===== src/rtl/uart_pkg.sv =====
`timescale 1ns/1ps
`default_nettype none
// ============================================================================
// Module      : uart_pkg
// Description : Shared types and constants for the UART receive path:
//               receiver state encoding, parity/data-width codes and a
//               helper that turns the data-width code into a bit count.
// Revision    : 1.0 - initial release
// ============================================================================
package uart_pkg;

  // Receiver frame-decoder states
  typedef enum logic [2:0] {
    IDLE   = 3'd0,
    START  = 3'd1,
    DATA   = 3'd2,
    PARITY = 3'd3,
    STOP   = 3'd4
  } rx_state_e;

  localparam logic PARITY_EVEN = 1'b0;
  localparam logic PARITY_ODD  = 1'b1;

  localparam logic [1:0] DBITS_5 = 2'b00;
  localparam logic [1:0] DBITS_6 = 2'b01;
  localparam logic [1:0] DBITS_7 = 2'b10;
  localparam logic [1:0] DBITS_8 = 2'b11;

  // Number of data bits (5..8) selected by the two-bit width code
  function automatic logic [3:0] data_bits(input logic [1:0] data_bit_num);
    logic [3:0] n;
    n = 4'd8;
    case (data_bit_num)
      DBITS_5: n = 4'd5;
      DBITS_6: n = 4'd6;
      DBITS_7: n = 4'd7;
      DBITS_8: n = 4'd8;
      default: n = 4'd8;
    endcase
    return n;
  endfunction

endpackage
`default_nettype wire


===== src/rtl/uart_rx_sync.sv =====
`timescale 1ns/1ps
`default_nettype none
// ============================================================================
// Module      : uart_rx_sync
// Description : Two-flop synchronizer for an asynchronous serial input.
//               Both flops reset to RESET_LEVEL so an idle-high line does
//               not look like a start bit coming out of reset.
// Revision    : 1.0 - initial release
// ============================================================================
module uart_rx_sync #(
  parameter logic RESET_LEVEL = 1'b1
) (
  input  logic clk,
  input  logic rst,
  input  logic d,
  output logic q
);

  logic meta;

  // Double-register the asynchronous input to settle metastability
  always_ff @(posedge clk or posedge rst) begin
    if (rst) begin
      meta <= RESET_LEVEL;
      q    <= RESET_LEVEL;
    end else begin
      meta <= d;
      q    <= meta;
    end
  end

endmodule
`default_nettype wire


===== src/rtl/uart_rx_frame.sv =====
`timescale 1ns/1ps
`default_nettype none
// ============================================================================
// Module      : uart_rx_frame
// Description : UART receiver. Mid-bit sampling of a synchronized rx line,
//               5-8 data bits, optional even/odd parity, 1 or 2 stop bits.
//               Holding register with done pulse, error flags and rts_n
//               flow control.
// Revision    : 1.0 - initial release
// ============================================================================
module uart_rx_frame
  import uart_pkg::*;
#(
  parameter int CLKS_PER_BIT = 16,
  parameter int CNT_W        = $clog2(CLKS_PER_BIT)
) (
  input  logic       clk,
  input  logic       rst,
  input  logic       rx,
  input  logic [1:0] data_bit_num,
  input  logic       stop_bit_num,
  input  logic       parity_en,
  input  logic       parity_type,
  input  logic       rx_read,
  output logic [7:0] rx_data,
  output logic       rx_done,
  output logic       parity_error,
  output logic       frame_error,
  output logic       overrun_error,
  output logic       rts_n
);

  localparam logic [CNT_W-1:0] HALF_LAST = CNT_W'(CLKS_PER_BIT / 2 - 1);
  localparam logic [CNT_W-1:0] BIT_LAST  = CNT_W'(CLKS_PER_BIT - 1);

  logic rx_s;

  uart_rx_sync #(
    .RESET_LEVEL (1'b1)
  ) u_sync (
    .clk (clk),
    .rst (rst),
    .d   (rx),
    .q   (rx_s)
  );

  rx_state_e        state;
  logic [CNT_W-1:0] cnt;
  logic [2:0]       bit_idx;
  logic [7:0]       shreg;
  logic             par_acc;
  logic [3:0]       nbits;
  logic             cfg_stop2;
  logic             cfg_par_en;
  logic             cfg_par_type;
  logic             second_stop;
  logic             pend_par;
  logic             pend_frame;

  logic half_tick;
  logic bit_tick;
  logic last_data;

  assign half_tick = (cnt == HALF_LAST);
  assign bit_tick  = (cnt == BIT_LAST);
  assign last_data = ({1'b0, bit_idx} == (nbits - 4'd1));

  // Frame decoder, bit timer, holding register and flow control
  always_ff @(posedge clk or posedge rst) begin
    if (rst) begin
      state         <= IDLE;
      cnt           <= '0;
      bit_idx       <= '0;
      shreg         <= '0;
      par_acc       <= 1'b0;
      nbits         <= 4'd8;
      cfg_stop2     <= 1'b0;
      cfg_par_en    <= 1'b0;
      cfg_par_type  <= 1'b0;
      second_stop   <= 1'b0;
      pend_par      <= 1'b0;
      pend_frame    <= 1'b0;
      rx_data       <= '0;
      rx_done       <= 1'b0;
      parity_error  <= 1'b0;
      frame_error   <= 1'b0;
      overrun_error <= 1'b0;
      rts_n         <= 1'b0;
    end else begin
      rx_done <= 1'b0;
      // A read only matters while the holding register is full; a
      // completion later in this block overrides it.
      if (rx_read && rts_n) begin
        rts_n <= 1'b0;
      end

      case (state)
        IDLE: begin
          cnt <= '0;
          if (!rx_s) begin
            nbits        <= data_bits(data_bit_num);
            cfg_stop2    <= stop_bit_num;
            cfg_par_en   <= parity_en;
            cfg_par_type <= parity_type;
            state        <= START;
          end
        end

        START: begin
          if (half_tick) begin
            cnt <= '0;
            if (rx_s) begin
              state <= IDLE;
            end else begin
              state       <= DATA;
              bit_idx     <= '0;
              shreg       <= '0;
              par_acc     <= 1'b0;
              pend_par    <= 1'b0;
              pend_frame  <= 1'b0;
              second_stop <= 1'b0;
            end
          end else begin
            cnt <= cnt + 1'b1;
          end
        end

        DATA: begin
          if (bit_tick) begin
            cnt            <= '0;
            shreg[bit_idx] <= rx_s;
            par_acc        <= par_acc ^ rx_s;
            bit_idx        <= bit_idx + 3'd1;
            if (last_data) begin
              state <= cfg_par_en ? PARITY : STOP;
            end
          end else begin
            cnt <= cnt + 1'b1;
          end
        end

        PARITY: begin
          if (bit_tick) begin
            cnt      <= '0;
            pend_par <= ((par_acc ^ rx_s) != cfg_par_type);
            state    <= STOP;
          end else begin
            cnt <= cnt + 1'b1;
          end
        end

        STOP: begin
          if (bit_tick) begin
            cnt <= '0;
            if (cfg_stop2 && !second_stop) begin
              second_stop <= 1'b1;
              if (!rx_s) begin
                pend_frame <= 1'b1;
              end
            end else begin
              // Leave mid-bit so a back-to-back start edge is not missed
              state         <= IDLE;
              rx_done       <= 1'b1;
              rx_data       <= shreg;
              parity_error  <= pend_par;
              frame_error   <= pend_frame | ~rx_s;
              overrun_error <= rts_n;
              rts_n         <= 1'b1;
            end
          end else begin
            cnt <= cnt + 1'b1;
          end
        end

        default: begin
          state <= IDLE;
          cnt   <= '0;
        end
      endcase
    end
  end

endmodule
`default_nettype wire


===== config.mk =====
export PLATFORM = sky130hd
export DESIGN_NAME = uart_rx_frame
export DESIGN_NICKNAME = d
export VERILOG_FILES = /design/src/rtl/uart_pkg.sv /design/src/rtl/uart_rx_sync.sv /design/src/rtl/uart_rx_frame.sv
export SDC_FILE = /design/constraint.sdc
export NUM_CORES = 1
export LEC_CHECK = 0
export ABC_AREA = 1
export ABC_CLOCK_PERIOD_IN_PS = 3200
export BUFFER_PORTS_ARGS = -buffer_cell sky130_fd_sc_hd__buf_2
export CORE_MARGIN = 5
export CORE_UTILIZATION = 45
export DETAILED_ROUTE_END_ITERATION = 8
export PLACE_DENSITY_LB_ADDON = 0.3
export SYNTH_ARGS = -nofsm -noshare
export SYNTH_HDL_FRONTEND = slang
export SYNTH_SLANG_ARGS = --single-unit

===== constraint.sdc =====
create_clock -name clk -period 3.2 [get_ports clk]
set_input_delay 0.64 -clock clk [delete_from_list [all_inputs] [get_ports clk]]
set_output_delay 0.64 -clock clk [all_outputs]
set_load 0.03 [all_outputs]

==> Yosys cells after proc, flatten, opt, wreduce, memory -nomap -nowiden <==
Cells that the tools add are included.
{ "op_classes": {"add_sub_neg": 3, "magnitude_cmp": 2, "eq_ne": 21, "n_mux": 45, "n_bitwise": 4, "n_reduce_logical": 17} }
{ "ops": {"columns": ["op", "n"], "rows": [
  ["2-to-1 mux 3 bit", 11],
  ["2-to-1 mux 8 bit", 3],
  ["inequality test 2 bit (second input constant)", 10],
  ["2-to-1 mux 1 bit", 17],
  ["one-hot mux 4 bit (4 select lines)", 1],
  ["one-hot mux 8 bit (2 select lines)", 1],
  ["one-hot mux 3 bit (5 select lines)", 1],
  ["bitwise mux 8 bit", 1],
  ["2-to-1 mux 4 bit", 2],
  ["one-hot mux 1 bit (2 select lines)", 4],
  ["one-hot mux 4 bit (2 select lines)", 1],
  ["AND reduction 4 bit", 2],
  ["AND reduction 7 bit", 1],
  ["equality test 3 x 2 -> 1 bit (second input constant)", 2],
  ["one-hot mux 3 bit (2 select lines)", 1],
  ["AND reduction 6 bit", 1],
  ["nonzero test 2 bit", 3],
  ["AND reduction 5 bit", 1],
  ["adder 4 x 1 -> 4 bit (second input constant)", 1],
  ["equality test 2 bit (second input constant)", 2],
  ["equality test 3 x 4 -> 1 bit", 1],
  ["equality test 4 x 3 -> 1 bit (second input constant)", 1],
  ["equality test 4 bit (second input constant)", 1],
  ["< comparator 3 x 4 -> 1 bit (second input constant)", 1],
  ["other kinds (19)", 22]
]} }
{ "totals": {"register_bits": 44, "input_bits": 9, "output_inout_bits": 13, "elab_cells": 112} }

==> Depth between registers and ports, before layout <==
{ "depth": {"ltp_word": 7, "depth_mapped": 12, "mapped_depth_nobuf": 12} }

==> By module <==
A second synthesis with hierarchy kept.
{ "unflattened": {"hier_cells": 279, "hier_area_um2": 2225.9} }
{ "modules_own_cells": {"columns": ["mod", "n_inst", "cells_each", "area_each_um2"], "rows": [
  ["uart_rx_frame", 1, 276, 2169.6],
  ["uart_rx_sync", 1, 3, 56.3]
]} }

==> Worst setup path before layout <==
No wires, ideal clock.
{ "synth_path": {"path_kind": "reg2reg", "startpoint": "register nbits[0]", "endpoint": "register state[2]", "setup_ps": 117, "arrival_time_ps": 1228, "slack_ps": 1855, "stages_incl_launch_ff": 11, "path_buffers": 0, "period_less_slack_ps": 1345, "path_cell_list": "dfrtp_1 -> inv_1 -> ha_1 -> nand2_1 -> nand2_1 -> nor2_1 -> nand3_1 -> nand2_1 -> nand2_1 -> nand2_1 -> nand2_1"} }
{ "synth_via": {"elab_chain_cells": 4} }
{ "synth_lines": {"columns": ["item", "line", "text"], "rows": [
  ["from (decl)", "uart_rx_frame.sv:52", "logic [3:0] nbits;"],
  ["from (signal assigned)", "uart_rx_frame.sv:101", "nbits <= data_bits(data_bit_num);"],
  ["subtractor 4 x 1 -> 4 bit", "uart_rx_frame.sv:66", "assign last_data = ({1'b0, bit_idx} == (nbits - 4'd1));"],
  ["equality test 3 x 4 -> 1 bit", "uart_rx_frame.sv:66", null],
  ["inequality test 2 bit (no line)", null, null],
  ["AND reduction 7 bit (no line)", null, null],
  ["to (signal assigned)", "uart_rx_frame.sv:135", "state <= cfg_par_en ? PARITY : STOP;"],
  ["to (decl)", "uart_rx_frame.sv:47", "rx_state_e state;"]
]} }
No other way between the ends.
A chain may end at the register's enable or synchronous reset.

==> Worst setup path after layout <==
{ "layout_path": {"startpoint": "register state[0]", "endpoint": "register nbits[2]"} }
{ "layout_via": {"elab_chain_cells": 2} }
{ "layout_lines": {"columns": ["item", "line", "text"], "rows": [
  ["logical NOT 3 bit", "uart_rx_frame.sv:97", "case (state)"],
  ["AND reduction 2 bit (no line)", null, null]
]} }
No other way between the ends.

==> results.py <==
metrics = {
    "run_status": {
        "status": "finished clean",
    },
    "sta": {
        "finalSetupViolCount": 0,
        "setup_tns_ns": 0,
        "finalWorstPathRequiredPeriod_ns": 1.61,
        "whs_ns": 0.360,
        "worst_pin_slew_ns": 0.843,
        "final_max_slew_viol_count": 0,
        "finalHoldViolations": 0,
        "maxSlewHeadroom_pct": 43.4,
        "post-route-period-util_pct": 50.2,
        "rsz0062_at_grt": "false",
        "max_clock_freq_mhz": 623,
        "finClkSkew_ns": 0.00464,
    },
    "route": {
        "wl_met3_um": 167,
        "antenna_left": 0,
        "wl_mm": 3.97,
        "drt_iter0_markers": 99,
        "m1WireLength_mm": 1.99,
        "wl_met2_mm": 1.75,
        "top_layer_used": "met4",
        "via_per_inst": 4.64,
        "vias": 1776,
        "drcViolationCount": 0,
        "firstDrtPassIters": 4,
        "wl_per_cell_um": 10.4,
    },
    "global_routing": {
        "grt.total_usage_pct": 14.1,
        "grt.overflow.total": 0,
        "grt_pass1_wl_mm": 7.29,
        "antenna_found_initial": 0,
        "grt_pass1_vias": 1695,
        "grt_max_degree": 25,
    },
    "logic_synthesis": {
        "yosysMostFrequentCell": "nand2_1",
        "synth_ff_type": "dfrtp_1",
        "netlist-cell-type-count": 25,
        "synth.net_count": 306,
        "synth_area_um2": 2290,
        "ys_top_cells_by_area": "dfrtp_1 45%, nand2_1 17%, nand3_1 5.3%",
        "synth-edff-count": 0,
        "synthArstFlopShare_pct": 100,
        "yosys_warnings": 0,
        "syn_inst": 290,
        "syn_avg_cell_area_um2": 7.89,
        "yosysSeqAreaShare_pct": 48.3,
        "ys_seq_elements": 44,
        "synth_top_area_share_pct": 44.9,
        "yosysTopAreaCell": "dfrtp_1",
        "synthTopCellsByCount": "103 x nand2_1, 41 x dfrtp_1, 24 x nand3_1",
    },
    "clock_network": {
        "post_cts_buffers": 0,
        "cts_htree_levels": 2,
        "clockBufferDepth": 2,
        "clkTransAtPathRegs_ns": 0.08,
        "clock_sinks": 44,
        "cts_buffers": 5,
        "clk_latency_ns": 0.29,
        "cts_tree": "built",
        "ctsRootBufferMaster": "clkbuf_8",
        "ctsResizeCount": 0,
        "cts_hold_buf": 0,
    },
    "die": {
        "die_w_um": 81.3,
        "die_h_um": 81.3,
        "initial_core_util_pct": 45.7,
        "pin_count": 22,
        "die-area_um2": 6610,
        "rows": 26,
        "core_area_um2": 5010,
    },
    "cells_and_area": {
        "antenna_cells": 0,
        "multiInputGateArea_um2": 1020,
        "postLayoutCoreUtil_pct": 51.3,
        "layout.nets": 328,
        "syn_to_final_growth_pct": 12.3,
        "regArea_um2": 1100,
        "instances_no_fill": 383,
        "drive_gt1_share_pct": 17.3,
        "fill_cells": 509,
    },
    "placement": {
        "port_buffers": 21,
        "detailed_place_hpwl_mm": 2.93,
        "place_congestion": 0.804,
        "dp_cells": 375,
    },
    "critical_path": {
        "cp_max_fo": 12,
        "critPathMaxStageDelay_ns": 0.46,
        "arrival_ns": 1.79,
        "end_kind": "flop",
        "critPathLaunch": "state[0]",
        "path_cells": "nor2_1 -> nand2_1 -> nor2_1 -> inv_1 -> nand2_1 -> o21ai_0",
        "worstSetupPathType": "reg2reg",
        "required_ns": 3.38,
        "crit_slowest_cell": "nor2_1",
        "cp-start-kind": "flop",
        "r2r-start": "state[0]",
    },
    "hold_path": {
        "holdCritStartpoint": "u_sync.meta",
        "hold_class": "reg2reg",
    },
    "pwr": {
        "finalPower_mw": 1.96,
        "power_leakage_nw": 1.31,
        "ir_drop_mv": 0.372,
        "power_per_cell_area_nw_per_um2": 763,
    },
    "run": {
        "drv_cap": 0,
    },
}
[path summary, 6_finish.rpt]
kind,cells past startpoint,slack [ns],end
setup reg to reg,6,1.59,nbits[2]
hold reg to reg,0,0.36,u_sync.q
setup / recovery,6,1.59,nbits[2]
max in group asynchronous,3,2.10,rx_done
hold / removal,0,0.36,u_sync.q
min in group asynchronous,2,0.41,parity_error
[power by group]
part           leakage (nW)  internal [mW]  total [mW]  switching, mW
Sequential            0.587          0.673       0.761         0.0882
Combinational         0.660          0.248       0.758          0.511
Clock                0.0614          0.255       0.440          0.185
[metal layers]
metal | vias up | global-route usage [%]
met1 | 784 | 17.9
li1 | 957 | -
met3 | 7 | 2.88
met5 | - | 0
met2 | 28 | 23.0
met4 | 0 | 6.08
[cell usage in the layout, fill, tap and decap left out]
| master | n |
|---|---|
| a21oi_1 | 3 |
| buf_2 | 21 |
| buf_4 | 1 |
| bufinv_16 | 1 |
| clkbuf_8 | 6 |
| clkinv_1 | 2 |
| clkinv_4 | 1 |
| dfrtp_1 | 41 |
| dfstp_2 | 3 |
| ha_1 | 7 |
| inv_1 | 22 |
| inv_2 | 7 |
| inv_4 | 1 |
| nand2_1 | 103 |
| nand2_2 | 2 |
| nand2_4 | 4 |
| nand3_1 | 24 |
| nand3_2 | 3 |
| nand4_1 | 3 |
| nor2_1 | 19 |
| nor2_2 | 2 |
| nor2_4 | 1 |
| nor2_8 | 1 |
| nor3_1 | 2 |
| nor3b_1 | 1 |
| o21ai_0 | 15 |
| o21ai_1 | 14 |
| xor2_1 | 3 |
[area by class of cell]
cell class	count	area share, %
Clock buffer	6	3.21
Clock inverter	2	1.51
Inverter	32	4.77
Multi-Input combinational cell	207	39.7
Sequential cell	44	43.0
Tap cell	70	3.41
Timing Repair Buffer	22	4.38
[critical path, delay by kind of cell, from the launching register on]
kind	cells	cell delay (ns)
simple gates	4	0.86
flops	1	0.43
compound gates	1	0.07
buf+inv	1	0.14
[kinds of logic (layout without fill, tap and decap cells)]
kind of cell               Yosys count  in the layout  share of synthesized area (%)
DFF                                 44             44                           48.3
xor gates and xnor gates             3              3                           1.15
buffers and inverters               39             62                           7.11
adders and majority gates            7              7                           3.83
AOI/OAI and AO/OA                   32             32                           7.00
and+or+nand+nor                    165            165                           32.6
[per-stage QoR]
| stage | area, µm² | worst slack (ns) |
|---|---|---|
| after floorplan | 2290 | 1.53 |
| final | 2570 | 1.59 |
| after detailed placement | 2450 | 1.59 |
| after CTS | 2570 | 1.57 |
| after global placement | 2450 | 1.62 |
| after global routing | 2570 | 1.38 |
[registers in the layout, indices dropped and copies added (netlist names), 3 cells and up]
register and cells:
bit_idx 3, cnt 4, nbits 4, rx_data 8
shreg 8, state 3
(Power assumes the default switching activity.)
